--- config.mk ---
export PLATFORM = sky130hd
export DESIGN_NAME = reg_wb_arbiter_flat
export DESIGN_NICKNAME = d
export VERILOG_FILES = /design/src/rtl/reg_wb_arbiter_if.sv /design/src/rtl/reg_wb_arbiter.sv /design/src/flat_wrapper.sv
export SDC_FILE = /design/constraint.sdc
export NUM_CORES = 1
export LEC_CHECK = 0
export CAP_MARGIN = 20
export CORE_MARGIN = 8
export CORE_UTILIZATION = 25
export CTS_CLUSTER_DIAMETER = 120
export DETAILED_ROUTE_END_ITERATION = 8
export HOLD_SLACK_MARGIN = 0.1
export PLACE_DENSITY = 0.69
export SKIP_LAST_GASP = 1
export SYNTH_ARGS = -nofsm -noshare
export SYNTH_HDL_FRONTEND = slang
export SYNTH_SLANG_ARGS = --single-unit
export TNS_END_PERCENT = 1
--- constraint.sdc ---
create_clock -name clk -period 1.69 [get_ports clk]
set_clock_uncertainty 0.15 [all_clocks]
set_input_delay 0.2535 -clock clk [delete_from_list [all_inputs] [get_ports clk]]
set_output_delay 0.2535 -clock clk [all_outputs]
set_load 0.02 [all_outputs]
--- src/rtl/reg_wb_arbiter_if.sv ---
// Writeback bus between the two writeback sources and the register-file write port.
// The master side is the source pair; the slave side is the arbiter.
interface reg_wb_arbiter_if;
    logic        a_valid;
    logic [4:0]  a_id;
    logic [31:0] a_data;
    logic        a_ready;
    logic        b_valid;
    logic [4:0]  b_id;
    logic [31:0] b_data;
    logic        b_ready;
    logic        enable_write;
    logic [4:0]  write_id;
    logic [31:0] write_data;
    logic        b_forced;

    modport master (
        output a_valid, a_id, a_data, b_valid, b_id, b_data,
        input  a_ready, b_ready, enable_write, write_id, write_data, b_forced
    );

    modport slave (
        input  a_valid, a_id, a_data, b_valid, b_id, b_data,
        output a_ready, b_ready, enable_write, write_id, write_data, b_forced
    );
endinterface

--- src/rtl/reg_wb_arbiter.sv ---
// Two-source arbiter for the register file's single write port: source A has fixed
// priority, source B is force-granted after MAX_WAIT consecutive refusals.
module reg_wb_arbiter #(
    parameter int MAX_WAIT = 3,
    parameter int WAIT_W   = 2
) (
    input  logic          clk,
    input  logic          reset,
    reg_wb_arbiter_if.slave bus
);

    localparam logic [WAIT_W-1:0] WAIT_SAT_C = {WAIT_W{1'b1}};
    localparam logic [WAIT_W-1:0] WAIT_ONE_C = WAIT_W'(1);

    logic [WAIT_W-1:0] wait_cnt_r;
    logic              force_b_s;
    logic              grant_a_s;
    logic              grant_b_s;

    logic              enable_write_r;
    logic [4:0]        write_id_r;
    logic [31:0]       write_data_r;
    logic              b_forced_r;

    // Grant decision; nothing is accepted while reset is held.
    always_comb begin
        force_b_s = 1'b0;
        grant_a_s = 1'b0;
        grant_b_s = 1'b0;
        if (reset) begin
            force_b_s = 1'b0;
            grant_a_s = 1'b0;
            grant_b_s = 1'b0;
        end else begin
            force_b_s = (int'(wait_cnt_r) >= MAX_WAIT);
            grant_b_s = bus.b_valid && (!bus.a_valid || force_b_s);
            grant_a_s = bus.a_valid && !grant_b_s;
        end
    end

    assign bus.a_ready = grant_a_s;
    assign bus.b_ready = grant_b_s;

    // Starvation counter: counts consecutive cycles B waited, saturating.
    always_ff @(posedge clk) begin
        if (reset) begin
            wait_cnt_r <= {WAIT_W{1'b0}};
        end else if (bus.b_valid && !grant_b_s) begin
            if (wait_cnt_r != WAIT_SAT_C) begin
                wait_cnt_r <= wait_cnt_r + WAIT_ONE_C;
            end else begin
                wait_cnt_r <= wait_cnt_r;
            end
        end else begin
            wait_cnt_r <= {WAIT_W{1'b0}};
        end
    end

    // Write-port register; id/data hold when idle, and $zero writes never enable.
    always_ff @(posedge clk) begin
        if (reset) begin
            enable_write_r <= 1'b0;
            write_id_r     <= 5'd0;
            write_data_r   <= 32'd0;
            b_forced_r     <= 1'b0;
        end else if (grant_a_s) begin
            enable_write_r <= (bus.a_id != 5'd0);
            write_id_r     <= bus.a_id;
            write_data_r   <= bus.a_data;
            b_forced_r     <= 1'b0;
        end else if (grant_b_s) begin
            enable_write_r <= (bus.b_id != 5'd0);
            write_id_r     <= bus.b_id;
            write_data_r   <= bus.b_data;
            b_forced_r     <= bus.a_valid;
        end else begin
            enable_write_r <= 1'b0;
            write_id_r     <= write_id_r;
            write_data_r   <= write_data_r;
            b_forced_r     <= 1'b0;
        end
    end

    assign bus.enable_write = enable_write_r;
    assign bus.write_id     = write_id_r;
    assign bus.write_data   = write_data_r;
    assign bus.b_forced     = b_forced_r;

endmodule

--- src/flat_wrapper.sv ---
// flat-port wrapper written by rule: the top's interface ports become plain ports
module reg_wb_arbiter_flat 
#(
    parameter int MAX_WAIT = 3,
    parameter int WAIT_W   = 2
)
  (clk, reset, bus_a_valid, bus_a_id, bus_a_data, bus_b_valid, bus_b_id, bus_b_data, bus_a_ready, bus_b_ready, bus_enable_write, bus_write_id, bus_write_data, bus_b_forced);
  reg_wb_arbiter_if bus_i ();
  input  logic clk;
  input  logic reset;
  input wire logic [$bits(bus_i.a_valid)-1:0] bus_a_valid;
  input wire logic [$bits(bus_i.a_id)-1:0] bus_a_id;
  input wire logic [$bits(bus_i.a_data)-1:0] bus_a_data;
  input wire logic [$bits(bus_i.b_valid)-1:0] bus_b_valid;
  input wire logic [$bits(bus_i.b_id)-1:0] bus_b_id;
  input wire logic [$bits(bus_i.b_data)-1:0] bus_b_data;
  output wire logic [$bits(bus_i.a_ready)-1:0] bus_a_ready;
  output wire logic [$bits(bus_i.b_ready)-1:0] bus_b_ready;
  output wire logic [$bits(bus_i.enable_write)-1:0] bus_enable_write;
  output wire logic [$bits(bus_i.write_id)-1:0] bus_write_id;
  output wire logic [$bits(bus_i.write_data)-1:0] bus_write_data;
  output wire logic [$bits(bus_i.b_forced)-1:0] bus_b_forced;
  assign bus_i.a_valid = bus_a_valid;
  assign bus_i.a_id = bus_a_id;
  assign bus_i.a_data = bus_a_data;
  assign bus_i.b_valid = bus_b_valid;
  assign bus_i.b_id = bus_b_id;
  assign bus_i.b_data = bus_b_data;
  assign bus_a_ready = bus_i.a_ready;
  assign bus_b_ready = bus_i.b_ready;
  assign bus_enable_write = bus_i.enable_write;
  assign bus_write_id = bus_i.write_id;
  assign bus_write_data = bus_i.write_data;
  assign bus_b_forced = bus_i.b_forced;
  reg_wb_arbiter #(.MAX_WAIT(MAX_WAIT), .WAIT_W(WAIT_W)) u_core (.clk(clk), .reset(reset), .bus(bus_i));
endmodule
==> impl_metrics.yaml, run 1 <==
cts:
  cts_root_buf: "clkbuf_8"
  clk_pin_slew_ps: 80
  cts.path.max_buffers: 2
  htreeDepth: 2
  tritoncts: "yes"
  cts_buffers: 5
  cts.sink_count: 41
  worstSkewPairLatency_ps: 290
global_route:
  grt_max_degree: 39
  grt_pass1_vias: 2283
  grt_first_pass_wirelength_um: 11200
  grtUsageMet1_pct: 15.3
  track_usage_pct: 13.3
  antenna_found_initial: 0
  grt_use_met2_pct: 22.5
  met3_usage_pct: 4.62
  top_usage_layer: "met2"
  gr-total-overflow: 0
timing:
  drv_slew: 0
  period_needed_ps: 1690
  rsz0062_at_grt: "true"
  post-route-period-util_pct: 100
  fin_ws_ps: -2.04
  max_freq_mhz: 591
  finalSetupTns_ps: -2.04
  setup_viol: 1
  max-slew-margin-rel_pct: 75.4
  hold_violations: 0
  worst-slew-pin-transition_ps: 360
logic_synthesis:
  avgSynthCellArea_um2: 9.79
  synth-seq-cells: 41
  yosys.cell_types.count: 24
  synth_edf_count: 0
  synth_ff_type: "dfxtp_1"
  seq_area_frac_synth_pct: 43.0
  syn-cell-area_um2: 1910
  synth_fp_nets: 274
  syn-instance-count: 195
  async_flop_share_pct: 0
  ys_warn_count: 0
drt:
  wl_um: 7090
  vias: 2090
  drtIter0Drc: 68
  antenna_left: 0
  drc: 0
  viasPerCell: 4.99
  first_pass_iters: 4
  avgRoutedWirePerCell_um: 16.9
die:
  fp.dieW_um: 103
  initial_core_util_pct: 25.2
  io_pins: 119
  dieArea_um2: 10700
  die_y_um: 103
  rows: 32
  core-area_um2: 7570
cells_and_area:
  syn2layout_area_growth_pct: 86.2
  final_common_cell: "clkdlybuf4s50_1"
  drive_above_1_share_pct: 16.1
  nets: 395
  postLayoutCellArea_um2: 3550
  final_cell_mix: "114 x clkdlybuf4s50_1, 39 x dfxtp_1, 35 x inv_1, 35 x a221o_1, 16 x a2111oi_2"
  diodes: 0
  fillers: 736
place:
  hpwl_um: 5180
  place.gp.congestion: 0.741
  io_buffers: 118
  post_dp_cell_area_um2: 3270
worst_setup_path:
  critical_path_peak_fanout: 3
  end_kind: "output pin"
  crit_arrival_ps: 1290
  critPathRequiredTime_ps: 1290
  cp-start-kind: "input port"
  crit_type: "input port to output pin"
power_and_ir_drop:
  p_leak_nw: 1.38
  p_per_area_nw_per_um2: 731
  peakVddDrop_uv: 369
job:
  drv_cap: 0
outcome:
  outcome: "finished with violations"
  violations: "negative setup slack"
hold_path:
  hold_class: "flop to flop"
critical path, cell delays in order:
cell and delay, ps:
clkdlybuf4s50_1 480, nor2b_1 190, nor2b_2 220, buf_6 140
Yosys cell counts, types with 2 or more instances:
cell        n  share of area (%)
buf_2       7                1.8
dfxtp_1    41                 43
o21a_1      2               0.79
nor3_1      3               0.79
o2bb2ai_1   2               0.92
buf_6       2                1.2
inv_1      35                6.9
nand3_1     2               0.52
nor2_1      2               0.39
nand2_1     3               0.59
clkbuf_1   12                2.4
a2111oi_0  35                 16
a221o_1    35                 18
and3_1      2               0.66
nor2b_1     2               0.66
mux2i_1     2                1.0
logic make-up after synthesis:
family / count (synthesis) / share of synthesized area [%]
adder cells (fa/ha/maj): 1 / 0.655
flip-flops: 41 / 43.0
AO/OA/AOI/OAI: 75 / 36.6
buffers and inverters: 57 / 12.6
multiplexers: 2 / 1.05
AND/OR/NAND/NOR: 19 / 6.09
routing by layer:
metal	up-vias	wire, um
li1	1011	-
met1	1001	2970
met2	76	3470
met3	2	625
met4	0	23
met5	-	0
timing repair:
item,4_1_cts,5_1_grt
buffers inserted,2,0
gates resized for setup,57,13
endpoints found under the setup margin,37,59
pin swaps,2,0
hold buffers,0,0
final timing paths:
check                              to                 start  slack, ps  cells past startpoint
max                       bus_b_ready                 reset         -2                      4
min              u_core.wait_cnt_r[0]  u_core.wait_cnt_r[0]        290                      1
max reg2reg  u_core.bus.write_data[5]  u_core.wait_cnt_r[0]         10                      6
min reg2reg      u_core.wait_cnt_r[0]  u_core.wait_cnt_r[0]        290                      1
metrics by stage:
| step | setup WS [ps] | util, % | hold slack [ps] | power, W | std cells |
|---|---|---|---|---|---|
| final | -2.04 | 47.0 | 286 | 0.00260 | 419 |
| after global placement | -758 | 43.0 | 263 | 0.00175 | 408 |
| after detailed placement | -566 | 43.2 | 266 | 0.00176 | 409 |
| after CTS | -20.2 | 46.4 | 284 | 0.00263 | 419 |
| after floorplan | 3.26 | - | 220 | 0.00136 | 195 |
| after global routing | -98.3 | 47.0 | 299 | 0.00272 | 419 |
where the power goes:
part	internal, W	switching (W)
combinational	0.000396	0.000295
clock	0.000482	0.000341
sequential	0.00104	0.0000425
total	0.00192	0.000678
state kept, by name, indices dropped and copies added, names as in the netlist:
| name | cells |
|---|---|
| u_core.bus.b_forced | 1 |
| u_core.bus.enable_write | 1 |
| u_core.bus.write_data | 32 |
| u_core.bus.write_id | 5 |
| u_core.wait_cnt_r | 2 |
cell type report:
| class | instances | area (um2) | share of cell area (%) |
|---|---|---|---|
| clock inverter | 1 | 30.0 | 0.845 |
| sequential | 41 | 823 | 23.2 |
| timing repair buffer | 136 | 1370 | 38.5 |
| multi-input combinational | 97 | 988 | 27.8 |
| clock buffer | 7 | 86.3 | 2.43 |
| tap | 102 | 128 | 3.59 |
| inverter | 35 | 131 | 3.70 |
Power figures use the tool's default switching activity.
==> run 2: changes to the inputs <==
--- a/config.mk
+++ b/config.mk
@@ -10,8 +10,7 @@
 export CORE_UTILIZATION = 25
 export CTS_CLUSTER_DIAMETER = 120
 export DETAILED_ROUTE_END_ITERATION = 8
-export HOLD_SLACK_MARGIN = 0.1
-export PLACE_DENSITY = 0.69
+export PLACE_DENSITY = 0.67
 export SKIP_LAST_GASP = 1
 export SYNTH_ARGS = -nofsm -noshare
 export SYNTH_HDL_FRONTEND = slang
==> constraint.sdc (replaced) <==
create_clock -name clk -period 2 [get_ports clk]
set_clock_uncertainty 0.15 [all_clocks]
set_input_delay 0.3 -clock clk [delete_from_list [all_inputs] [get_ports clk]]
set_output_delay 0.3 -clock clk [all_outputs]
set_load 0.02 [all_outputs]
==> impl_metrics.yaml, run 2 (synthesized netlist as in run 1, its figures left out) <==
outcome:
  outcome: "completed"
worst_setup_path:
  critical_path_peak_fanout: 11
  slowest_delay_ps: 430
  cp_top_family: "buffers and inverters"
  cp.buffers_inverters: 3
  path_depth: 5
  end_kind: "output pin"
  cp-start-kind: "input port"
  critPathRequiredTime_ps: 1550
  r2r_cells: 6
  crit_type: "input port to output pin"
  crit_arrival_ps: 1530
  cp_slowest_cell: "clkdlybuf4s50_1"
  worstPathCellList: "clkdlybuf4s50_1, buf_4, nor2b_1, nor2b_2, clkdlybuf4s15_2"
timing:
  rsz0062_at_grt: "true"
  fin_ws_ps: 15.1
  period_needed_ps: 1980
  max-slew-margin-rel_pct: 60.5
  finalSetupTns_ps: 0
  worst-slew-pin-transition_ps: 592
  max_freq_mhz: 504
  drv_slew: 0
  setup_viol: 0
  hold_violations: 0
  post-route-period-util_pct: 99.2
job:
  drv_cap: 0
power_and_ir_drop:
  swShare_pct: 27.1
  peakVddDrop_uv: 263
  pwr-share-seq_pct: 45.2
  pwr-share-comb_pct: 27.2
  p_int_w: 0.00147
  p_switching_w: 0.000548
  p_per_area_nw_per_um2: 603
  clock_power_share_pct: 27.6
  p_leak_nw: 1.32
drt:
  drc: 0
  viasPerCell: 4.90
  antenna_left: 0
  drtIter0Drc: 89
  avgRoutedWirePerCell_um: 17.3
  vias: 2030
  first_pass_iters: 4
  wl_um: 7170
cts:
  clk_pin_slew_ps: 80
  cts.sink_count: 41
  worstSkewPairLatency_ps: 290
  tritoncts: "yes"
  cts_setup_buffers: 0
  cts_root_buf: "clkbuf_8"
  cts.path.max_buffers: 2
  cts_buffers: 5
  htreeDepth: 2
die:
  dieArea_um2: 10700
  initial_core_util_pct: 25.2
  rows: 32
  fp.dieW_um: 103
  core-area_um2: 7570
  die_y_um: 103
  io_pins: 119
cells_and_area:
  diodes: 0
  drive_above_1_share_pct: 8.65
  final_cells: 414
  nets: 391
  final_cell_mix: "116 x clkdlybuf4s50_1, 41 x dfxtp_1, 35 x inv_1, 35 x a2111oi_0, 35 x a221o_1"
  final_common_cell: "clkdlybuf4s50_1"
  syn2layout_area_growth_pct: 75.4
  fillers: 710
  largest_register_ffs: 32
  postLayoutCellArea_um2: 3350
global_route:
  gr-total-overflow: 0
  grt_first_pass_wirelength_um: 11200
  track_usage_pct: 13.2
  grt_pass1_vias: 2187
  antenna_found_initial: 0
  grt_max_degree: 41
place:
  io_buffers: 118
  pre_cts_slack_ps: -378
  placed_cells: 407
  post_dp_cell_area_um2: 3260
  hpwl_um: 5130
  place.gp.congestion: 0.729
hold_path:
  hold_class: "flop to flop"
  holdPathStages: 1
run 2: worst paths after layout:
kind,slack (ps),to,startpoint
min reg2reg,280,u_core.wait_cnt_r[0],u_core.wait_cnt_r[0]
min,280,u_core.wait_cnt_r[0],u_core.wait_cnt_r[0]
max,20,bus_b_ready,reset
max reg2reg,130,u_core.bus.write_data[27],u_core.wait_cnt_r[0]
run 2: through the flow:
stage	hold slack, ps	utilization, %	total power [W]
final	280	44.3	0.00202
after global routing	293	44.3	0.00213
after CTS	279	44.3	0.00205
after detailed placement	267	43.1	0.00149
after global placement	263	42.9	0.00148
after floorplan	251	-	0.00115
run 2: routing by layer:
layer	GRT usage [%]	routed length (um)	up-vias
met5	0	0	-
met4	2.67	23	0
met3	4.42	588	4
met2	22.1	3470	78
met1	15.9	3080	947
li1	-	-	1001
run 2: worst reg2reg max path, cell delays in order, from the launching register on:
cell and delay (ps):
dfxtp_1 340, ha_1 230, buf_4 140, nand2_4 40, buf_4 240, a2111oi_0 510
a221o_1 170
run 2: cell type report:
type	count	area [um2]	area share, %
clock buffer	7	86.3	2.58
inverter	35	131	3.92
sequential	41	821	24.5
multi-input combinational	97	856	25.6
tap	102	128	3.81
timing repair buffer	132	1330	39.6
run 2: power by group through the flow:
stage	sequential [W]	clock, W	combinational, W
3_5_place_dp	0.000932	0	0.000553
6_report	0.000914	0.000558	0.000549
4_1_cts	0.000915	0.000578	0.000555
2_1_floorplan	0.00101	0	0.000142
3_3_place_gp	0.000932	0	0.000547
5_1_grt	0.000923	0.000616	0.000586
run 2: what timing repair did:
| item | CTS | global route |
|---|---|---|
| resized for setup | 6 | 1 |
| endpoints found under the hold margin | 0 | 0 |
| setup endpoints to repair | 2 | 6 |
| hold buffers | 0 | 0 |
==> run 3: changes to the inputs <==
--- a/config.mk
+++ b/config.mk
@@ -10,7 +10,7 @@
 export CORE_UTILIZATION = 25
 export CTS_CLUSTER_DIAMETER = 120
 export DETAILED_ROUTE_END_ITERATION = 8
-export PLACE_DENSITY = 0.67
+export PLACE_DENSITY = 0.61
 export SKIP_LAST_GASP = 1
 export SYNTH_ARGS = -nofsm -noshare
 export SYNTH_HDL_FRONTEND = slang
==> impl_metrics.yaml, run 3 (synthesized netlist as in run 1, its figures left out) <==
outcome:
  outcome: "completed"
hold_path:
  hold_class: "flop to flop"
  holdPathStages: 1
power_and_ir_drop:
  pwr-share-comb_pct: 27.0
  p_int_w: 0.00152
  p_leak_nw: 1.36
  peakVddDrop_uv: 251
  power.total_w: 0.00209
  p_switching_w: 0.000566
  p_per_area_nw_per_um2: 611
  swShare_pct: 27.1
  clock_power_share_pct: 29.1
  pwr-share-seq_pct: 43.8
worst_setup_path:
  crit_type: "flop to output pin"
  path_depth: 5
  cp_top_family: "buffers and inverters"
  cp.buffers_inverters: 2
  rrSetupSlack_ps: 120
  r2r_cells: 7
  cp_slowest_cell: "dfxtp_1"
  cp-start-kind: "flop"
  critPathRequiredTime_ps: 1550
  crit_arrival_ps: 1540
  worstPathCellList: "ha_1, buf_4, nand2_4, and3b_4, clkdlybuf4s15_1"
  critical_path_peak_fanout: 3
  slowest_delay_ps: 320
  end_kind: "output pin"
cells_and_area:
  drive_above_1_share_pct: 9.78
  diodes: 0
  postLayoutCoreUtil_pct: 45.2
  final_cells: 419
  nets: 395
  fillers: 715
  final_cell_mix: "116 x clkdlybuf4s50_1, 41 x dfxtp_1, 35 x inv_1, 35 x a221o_1, 31 x a2111oi_0"
  syn2layout_area_growth_pct: 79.1
  largest_register_ffs: 32
  final_common_cell: "clkdlybuf4s50_1"
die:
  dieArea_um2: 10700
  io_pins: 119
  die_y_um: 103
  core-area_um2: 7570
  initial_core_util_pct: 25.2
  rows: 32
  fp.dieW_um: 103
cts:
  cts.path.max_buffers: 2
  worstSkewPairLatency_ps: 290
  hold_buffers: 0
  cts.sink_count: 41
  cts_buffers: 5
  clk_pin_slew_ps: 80
  tritoncts: "yes"
  cts_root_buf: "clkbuf_8"
  htreeDepth: 2
global_route:
  met3_usage_pct: 5.22
  grt_max_degree: 36
  grt_first_pass_wirelength_um: 11300
  grtUsageMet1_pct: 16.8
  track_usage_pct: 13.6
  grt_pass1_vias: 2189
  gr-total-overflow: 0
  top_usage_layer: "met2"
  grt_use_met2_pct: 21.4
  antenna_found_initial: 0
drt:
  viasPerCell: 4.94
  antenna_left: 0
  drc: 0
  vias: 2071
  drtIter0Drc: 108
  first_pass_iters: 4
  avgRoutedWirePerCell_um: 17.4
  wl_um: 7280
place:
  placed_cells: 411
  io_buffers: 118
  hpwl_um: 5250
  pre_cts_slack_ps: -331
  place.gp.congestion: 0.738
timing:
  setup_viol: 0
  rsz0062_at_grt: "true"
  hold_violations: 0
  post-route-period-util_pct: 99.5
  worst-slew-pin-transition_ps: 421
  finalSetupTns_ps: 0
  fin_ws_ps: 10.2
  max-slew-margin-rel_pct: 71.2
  drv_slew: 0
  max_freq_mhz: 503
  period_needed_ps: 1990
job:
  drv_cap: 0
## run 3: layer usage
| metal | wire (um) | share of wire, % |
|---|---|---|
| met5 | 0 | 0 |
| met4 | 34 | 0.47 |
| met2 | 3310 | 45 |
| met3 | 729 | 10 |
| met1 | 3210 | 44 |
## run 3: repair_timing
action / in CTS / in global routing
resized for setup: 5 / 4
endpoints found under the setup margin: 2 / 14
buffers inserted: 0 / 0
pin swaps: 0 / 0
hold endpoints to repair: 0 / 0
## run 3: power groups by stage
stage	clock network (W)	logic [W]	registers [W]
2_1_floorplan	0	0.000142	0.00101
3_3_place_gp	0	0.000563	0.000932
3_5_place_dp	0	0.000569	0.000932
4_1_cts	0.000639	0.000571	0.000915
5_1_grt	0.000671	0.000606	0.000923
6_report	0.000609	0.000565	0.000915
## run 3: cell type report
class | count | area (um2) | area share, %
clock buffer | 7 | 96.3 | 2.82
clock inverter | 1 | 5.00 | 0.146
timing repair buffer | 136 | 1380 | 40.4
tap | 102 | 128 | 3.73
sequential | 41 | 821 | 24.0
inverter | 35 | 131 | 3.84
multi-input combinational | 97 | 858 | 25.1
## run 3: worst paths after layout
path | start | end
max | u_core.wait_cnt_r[0] | bus_a_ready
max reg2reg | u_core.wait_cnt_r[0] | u_core.bus.write_data[12]
min reg2reg | u_core.wait_cnt_r[0] | u_core.wait_cnt_r[0]
min | u_core.wait_cnt_r[0] | u_core.wait_cnt_r[0]
## run 3: through the flow
| stage | hold WS [ps] | cell area, um2 |
|---|---|---|
| final | 280 | 3420 |
| after global routing | 317 | 3420 |
| after CTS | 287 | 3410 |
| after detailed placement | 268 | 3310 |
| after global placement | 267 | 3310 |
| after floorplan | 251 | 1910 |
## run 3: worst reg2reg max path, stage by stage, from the launching register on
cell and delay (ps):
dfxtp_1 340, ha_1 200, buf_4 140, nand2_4 40, and3b_4 170, buf_4 140, buf_4 200, a221o_1 380
==> edit 1: new RTL, flow settings as in run 2 <==
`WAIT_W` is set to 2 in 2 places; all go to 3.
--- a/src/rtl/reg_wb_arbiter.sv
+++ b/src/rtl/reg_wb_arbiter.sv
@@ -3,5 +3,5 @@
 module reg_wb_arbiter #(
     parameter int MAX_WAIT = 3,
-    parameter int WAIT_W   = 2
+    parameter int WAIT_W   = 3
 ) (
     input  logic          clk,
--- a/src/flat_wrapper.sv
+++ b/src/flat_wrapper.sv
@@ -3,5 +3,5 @@
 #(
     parameter int MAX_WAIT = 3,
-    parameter int WAIT_W   = 2
+    parameter int WAIT_W   = 3
 )
   (clk, reset, bus_a_valid, bus_a_id, bus_a_data, bus_b_valid, bus_b_id, bus_b_data, bus_a_ready, bus_b_ready, bus_enable_write, bus_write_id, bus_write_data, bus_b_forced);
Check against the original RTL: same outputs for any inputs over 10 cycles, from zero or initial values and one cycle with reset high; that may be too few to reach the edited logic, so the function may still have changed.
==> edit 1 against run 2 <==
- sequential share of layout area down 3.3 points
- register-to-register slack lost 0.09 ns
- global-route usage down 2.7 points
- synthesized area grew 28%
- clock power grew 46%
- design area grew 19%
- first-iteration DRC count is 31% lower
- worst setup slack got worse by 0.0062 ns
- critical path depth increased by 1
- via count rose by 0.20%
- total power increased by 19%
- wire length down 3.7%
- sequential cell count rose by 1
- largest cell class is now multi-input combinational cells
==> edit 1: results (changes against run 2) <==
| Metric | Value |
|---|---|
| CP Max Fanout | `3 (-8)` |
| Place WS | `-0.203 ns (+0.175 ns)` |
| Worst Hold Class | `in2reg` |
| Global-route wire length before repair | `11000 um (-2.0%)` |
| Multi-In Gates | `173 (+78%)` |
| Design area | `3970 um2 (+19%)` |
| Distinct cell type count after synthesis | `21 (-13%)` |
| Slowest-stage cell, CP | `dfxtp_2` |
| Largest net degree at the start of global routing | `62 (+51%)` |
| Hold_sp | `reset` |
| Max incr delay on CP | `0.34 ns (-0.09 ns)` |
| Inverter count | `1 (-97%)` |
| Non-clk buf share | `0.327 (-0.0689)` |
| Setup bufs post-CTS | `2 (+2)` |
| Status | `finished, final reports clean` |
| Routability cong. | `0.688 (-5.6%)` |
| Fin nets | `436 (+12%)` |
| DR vias | `2034 (+0.20%)` |
| Rel. slew slack | `0.611 (+0.00588)` |
| Layout cells sized above 1 | `0.199 (+0.113)` |
| Clk cell area share | `0.0347 (+0.00889)` |
| Core area | `9640 um2 (+27%)` |
| Resized Gates After CTS | `15 (+9)` |
| GR Layer Usage met3 | `0.0326 (-0.0116)` |
| Met3 wire len | `411 um (-30%)` |
| Clk power | `0.815 mW (+46%)` |
| 1st-iter DRT viols | `61 (-31%)` |
| Met2 WL | `3340 um (-3.9%)` |
| Met1 WL | `3090 um (+0.19%)` |
| Cell Area, Placed | `3780 um2 (+16%)` |
| GR Util met1 | `0.124 (-0.0343)` |
| Vias in the first global route | `2176 (-0.50%)` |
| Post-synth net total | `315 (+15%)` |
| Synth area leaders | `dfxtp_1 34%, mux2_4 23%, mux2i_1 16%` |
| Post-synthesis sequential area ratio | `0.343 (-0.0870)` |
| Met2 Resource Use GR | `0.177 (-0.0441)` |
| Critical Path Source | `u_core.wait_cnt_r[0]$_SDFFE_PP0P_` |
==> edit 1: path summary, 6_finish.rpt <==
path	end	slack (ns)	cells past startpoint
max reg2reg	u_core.bus.write_data[2]$_SDFFE_PP0P_	0.04	7
max	bus_b_ready	0.009	6
min	u_core.bus.b_forced$_SDFF_PP0_	0.45	3
min reg2reg	u_core.bus.write_id[0]$_SDFFE_PP0P_	0.49	3
==> edit 1: cells by family after synthesis <==
kind of cell             count (synthesis)  synth area share
XOR/XNOR                                 1           0.00357
multiplexers                            76             0.386
flip-flops                              42             0.343
adder cells (fa/ha/maj)                  3            0.0153
AO/OA/AOI/OAI                            4            0.0138
AND/OR/NAND/NOR                         89             0.187
buffers and inverters                   19            0.0510
==> edit 1: critical path: cells and delay by family (launching register included) <==
family	cells	cell delay [ns]
adders and majority gates	2	0.33
AOI/OAI and AO/OA	1	0.09
DFF	1	0.34
buffers and inverters	1	0.12
and+or+nand+nor	2	0.36
==> edit 2: new RTL, settings of run 2 <==
Made on the original files. Make the reset (`reset`) asynchronous in 2 clocked blocks.
--- a/src/rtl/reg_wb_arbiter.sv
+++ b/src/rtl/reg_wb_arbiter.sv
@@ -43,5 +43,5 @@
 
     // Starvation counter: counts consecutive cycles B waited, saturating.
-    always_ff @(posedge clk) begin
+    always_ff @(posedge clk or posedge reset) begin
         if (reset) begin
             wait_cnt_r <= {WAIT_W{1'b0}};
@@ -58,5 +58,5 @@
 
     // Write-port register; id/data hold when idle, and $zero writes never enable.
-    always_ff @(posedge clk) begin
+    always_ff @(posedge clk or posedge reset) begin
         if (reset) begin
             enable_write_r <= 1'b0;
Formal check against the unedited RTL: differs if reset is asserted again (counterexample within 4 cycles, from zero or initial values and one cycle with reset high); with reset held inactive, the same outputs for 10 cycles.
==> edit 2 against run 2 <==
- first-iteration DRC count is 3.4% lower
- sequential cell count stayed put
- synthesized area is 6.6% higher
- wire length is 7.4% lower
- via count is 2.7% higher
- total power is 18% higher
- worst setup slack better by 0.064 ns
- design area is 2.5% higher
- critical path type is now reg2out
==> edit 2: results (changes against run 2) <==
| Metric | Value |
|---|---|
| Slowest-stage cell, CP | `dfrtp_1` |
| Arr. time, crit path | `1.47 ns (-0.06 ns)` |
| Clock tree buffer depth | `2 (unchanged)` |
| CP Max Fanout | `2 (-9)` |
| Post-synth net total | `309 (+13%)` |
| Reg2Reg Depth | `7 (+1)` |
| Post-synthesis xor/xnor area fraction | `0.00431 (+0.00431)` |
| Met2 Resource Use GR | `0.196 (-0.0252)` |
| GR Layer Usage met3 | `0.0472 (+0.00301)` |
| Most instantiated cells after synthesis | `41 x dfrtp_1, 41 x nor2_1, 38 x nand2_1, 36 x a31oi_1, 30 x o21ai_1` |
| Layout cells sized above 1 | `0.0800 (-0.00654)` |
| 1st-iter DRT viols | `86 (-3.4%)` |
| Reg2Reg Launch Point | `u_core.wait_cnt_r[0]$_DFFE_PP0P_` |
| Max incr delay on CP | `0.39 ns (-0.04 ns)` |
| R2r endpoint | `u_core.bus.write_id[1]$_DFFE_PP0P_` |
| Main combinational cell family by area after synthesis | `compound AO/OA/AOI/OAI gates` |
| Vias in the first global route | `2202 (+0.69%)` |
| Ys async rst share | `1.00 (+1.00)` |
| Synth Flop Type | `dfrtp_1` |
| GR Util met1 | `0.141 (-0.0178)` |
| Critical path type | `reg2out` |
| DR vias | `2084 (+2.7%)` |
| Placed cell count | `447 (+9.8%)` |
| Actual slew at the worst max-slew pin | `0.537 ns (-0.0551 ns)` |
| YS warnings | `0 (unchanged)` |
| Post-synthesis sequential area ratio | `0.504 (+0.0744)` |
| Mux cell area share after synthesis | `0.00492 (-0.00556)` |
| DRT Pass-1 Iters | `4 (unchanged)` |
| Synth area leaders | `dfrtp_1 50%, a31oi_1 11%, nor2_1 7.6%` |
| Synth Area in Adders | `0.00615 (-0.000403)` |
| Routability cong. | `0.778 (+6.7%)` |
| Largest net degree at the start of global routing | `42 (+2.4%)` |
| Post-DP HPWL | `5060 um (-1.4%)` |
| FF-to-FF setup slack | `0.23 ns (+0.10 ns)` |
| WL per Instance | `14.6 um (-16%)` |
| Distinct cell type count after synthesis | `26 (+8.3%)` |
| Status | `finished, final reports clean` |
| Synth Instances | `230 (+18%)` |
| Synth Area in Compound Gates | `0.235 (-0.131)` |
| Global-route usage over all layers | `0.119 (-0.0126)` |
| Cell Area, Placed | `3340 um2 (+2.4%)` |
| Setup Viol. Count Final | `0 (unchanged)` |
| Worst setup path endpoint | `bus_b_ready` |
| Leak pwr | `1.38 nW (+4.2%)` |
| Non-filler instance count after layout | `455 (+9.9%)` |
| Critical path's top delay family | `flip-flops` |
| Worst VDD drop | `0.000336 V (+27%)` |
| CTS Hold Bufs | `0 (unchanged)` |
| Fin nets | `428 (+9.5%)` |
| Global-route wire length before repair | `11100 um (-0.55%)` |
[edit 2: cell types whose count changed after synthesis, moves of 30 or more]
cell / before / now
inv_1: 35 / 2
dfrtp_1: 0 / 41
nand2_1: 3 / 38
dfxtp_1: 41 / 0
a2111oi_0: 35 / 0
a31oi_1: 0 / 36
o21ai_1: 0 / 30
nor2_1: 2 / 41
a221o_1: 35 / 0
[edit 2: worst min-delay path by stage]
stage	startpoint	end	cells after the start
finish	u_core.bus.write_id[2]$_DFFE_PP0P_	u_core.bus.write_id[2]$_DFFE_PP0P_	2
CTS	u_core.bus.write_id[4]$_DFFE_PP0P_	u_core.bus.write_id[4]$_DFFE_PP0P_	2
detailed placement	u_core.bus.write_id[4]$_DFFE_PP0P_	u_core.bus.write_id[4]$_DFFE_PP0P_	2
global placement	u_core.wait_cnt_r[1]$_DFFE_PP0P_	u_core.wait_cnt_r[1]$_DFFE_PP0P_	2
floorplan	bus_a_data[0]	u_core.bus.write_data[0]$_DFFE_PP0P_	2
global route	bus_a_data[7]	u_core.bus.write_data[7]$_DFFE_PP0P_	3
[edit 2: tightest hold or removal path, stage by stage, from the launching register on]
cell	delay, ns
dfrtp_1	0.38
nor2_1	0.10
a31oi_1	0.04
[edit 2: cell families (layout without fill, tap and decap cells)]
group,count (synthesis),count (layout)
AO/OA/AOI/OAI,79,79
adder cells (fa/ha/maj),1,1
flip-flops,41,41
multiplexers,1,1
buffers and inverters,22,142
AND/OR/NAND/NOR,85,85
XOR/XNOR,1,1
[edit 2: where the power goes]
group | switching [mW] | total, mW | internal, mW
clock network | 0.281 | 0.593 | 0.312
logic | 0.381 | 0.808 | 0.427
registers | 0.0545 | 0.990 | 0.936
[edit 2: layout make-up]
type | instances | area (um2)
Multi-Input combinational cell | 167 | 841
Sequential cell | 41 | 1030
Tap cell | 105 | 131
Clock inverter | 1 | 5.00
Clock buffer | 7 | 96.3
Timing Repair Buffer | 132 | 1330
Fill cell | 821 | 4620
Inverter | 2 | 7.51
[edit 2: timing repair]
| item | CTS | global route |
|---|---|---|
| endpoints found under the setup margin | 2 | 2 |
| pin swaps | 0 | 0 |
| hold endpoints to repair | 0 | 0 |
| gates resized for setup | 7 | 1 |
[edit 2: through the flow]
| stage | hold WS [ns] | setup WS, ns |
|---|---|---|
| detailed placement | 0.385 | -0.259 |
| global route | 0.412 | -0.0228 |
| global placement | 0.358 | -0.244 |
| floorplan | 0.300 | 0.0932 |
| finish | 0.400 | 0.0790 |
| CTS | 0.401 | -0.0120 |
[edit 2: per-layer routing]
metal,part of all wire,vias to the layer above
met2,0.49,64
met1,0.41,981
li1,-,1033
met5,0,-
met4,0.0092,0
met3,0.086,6
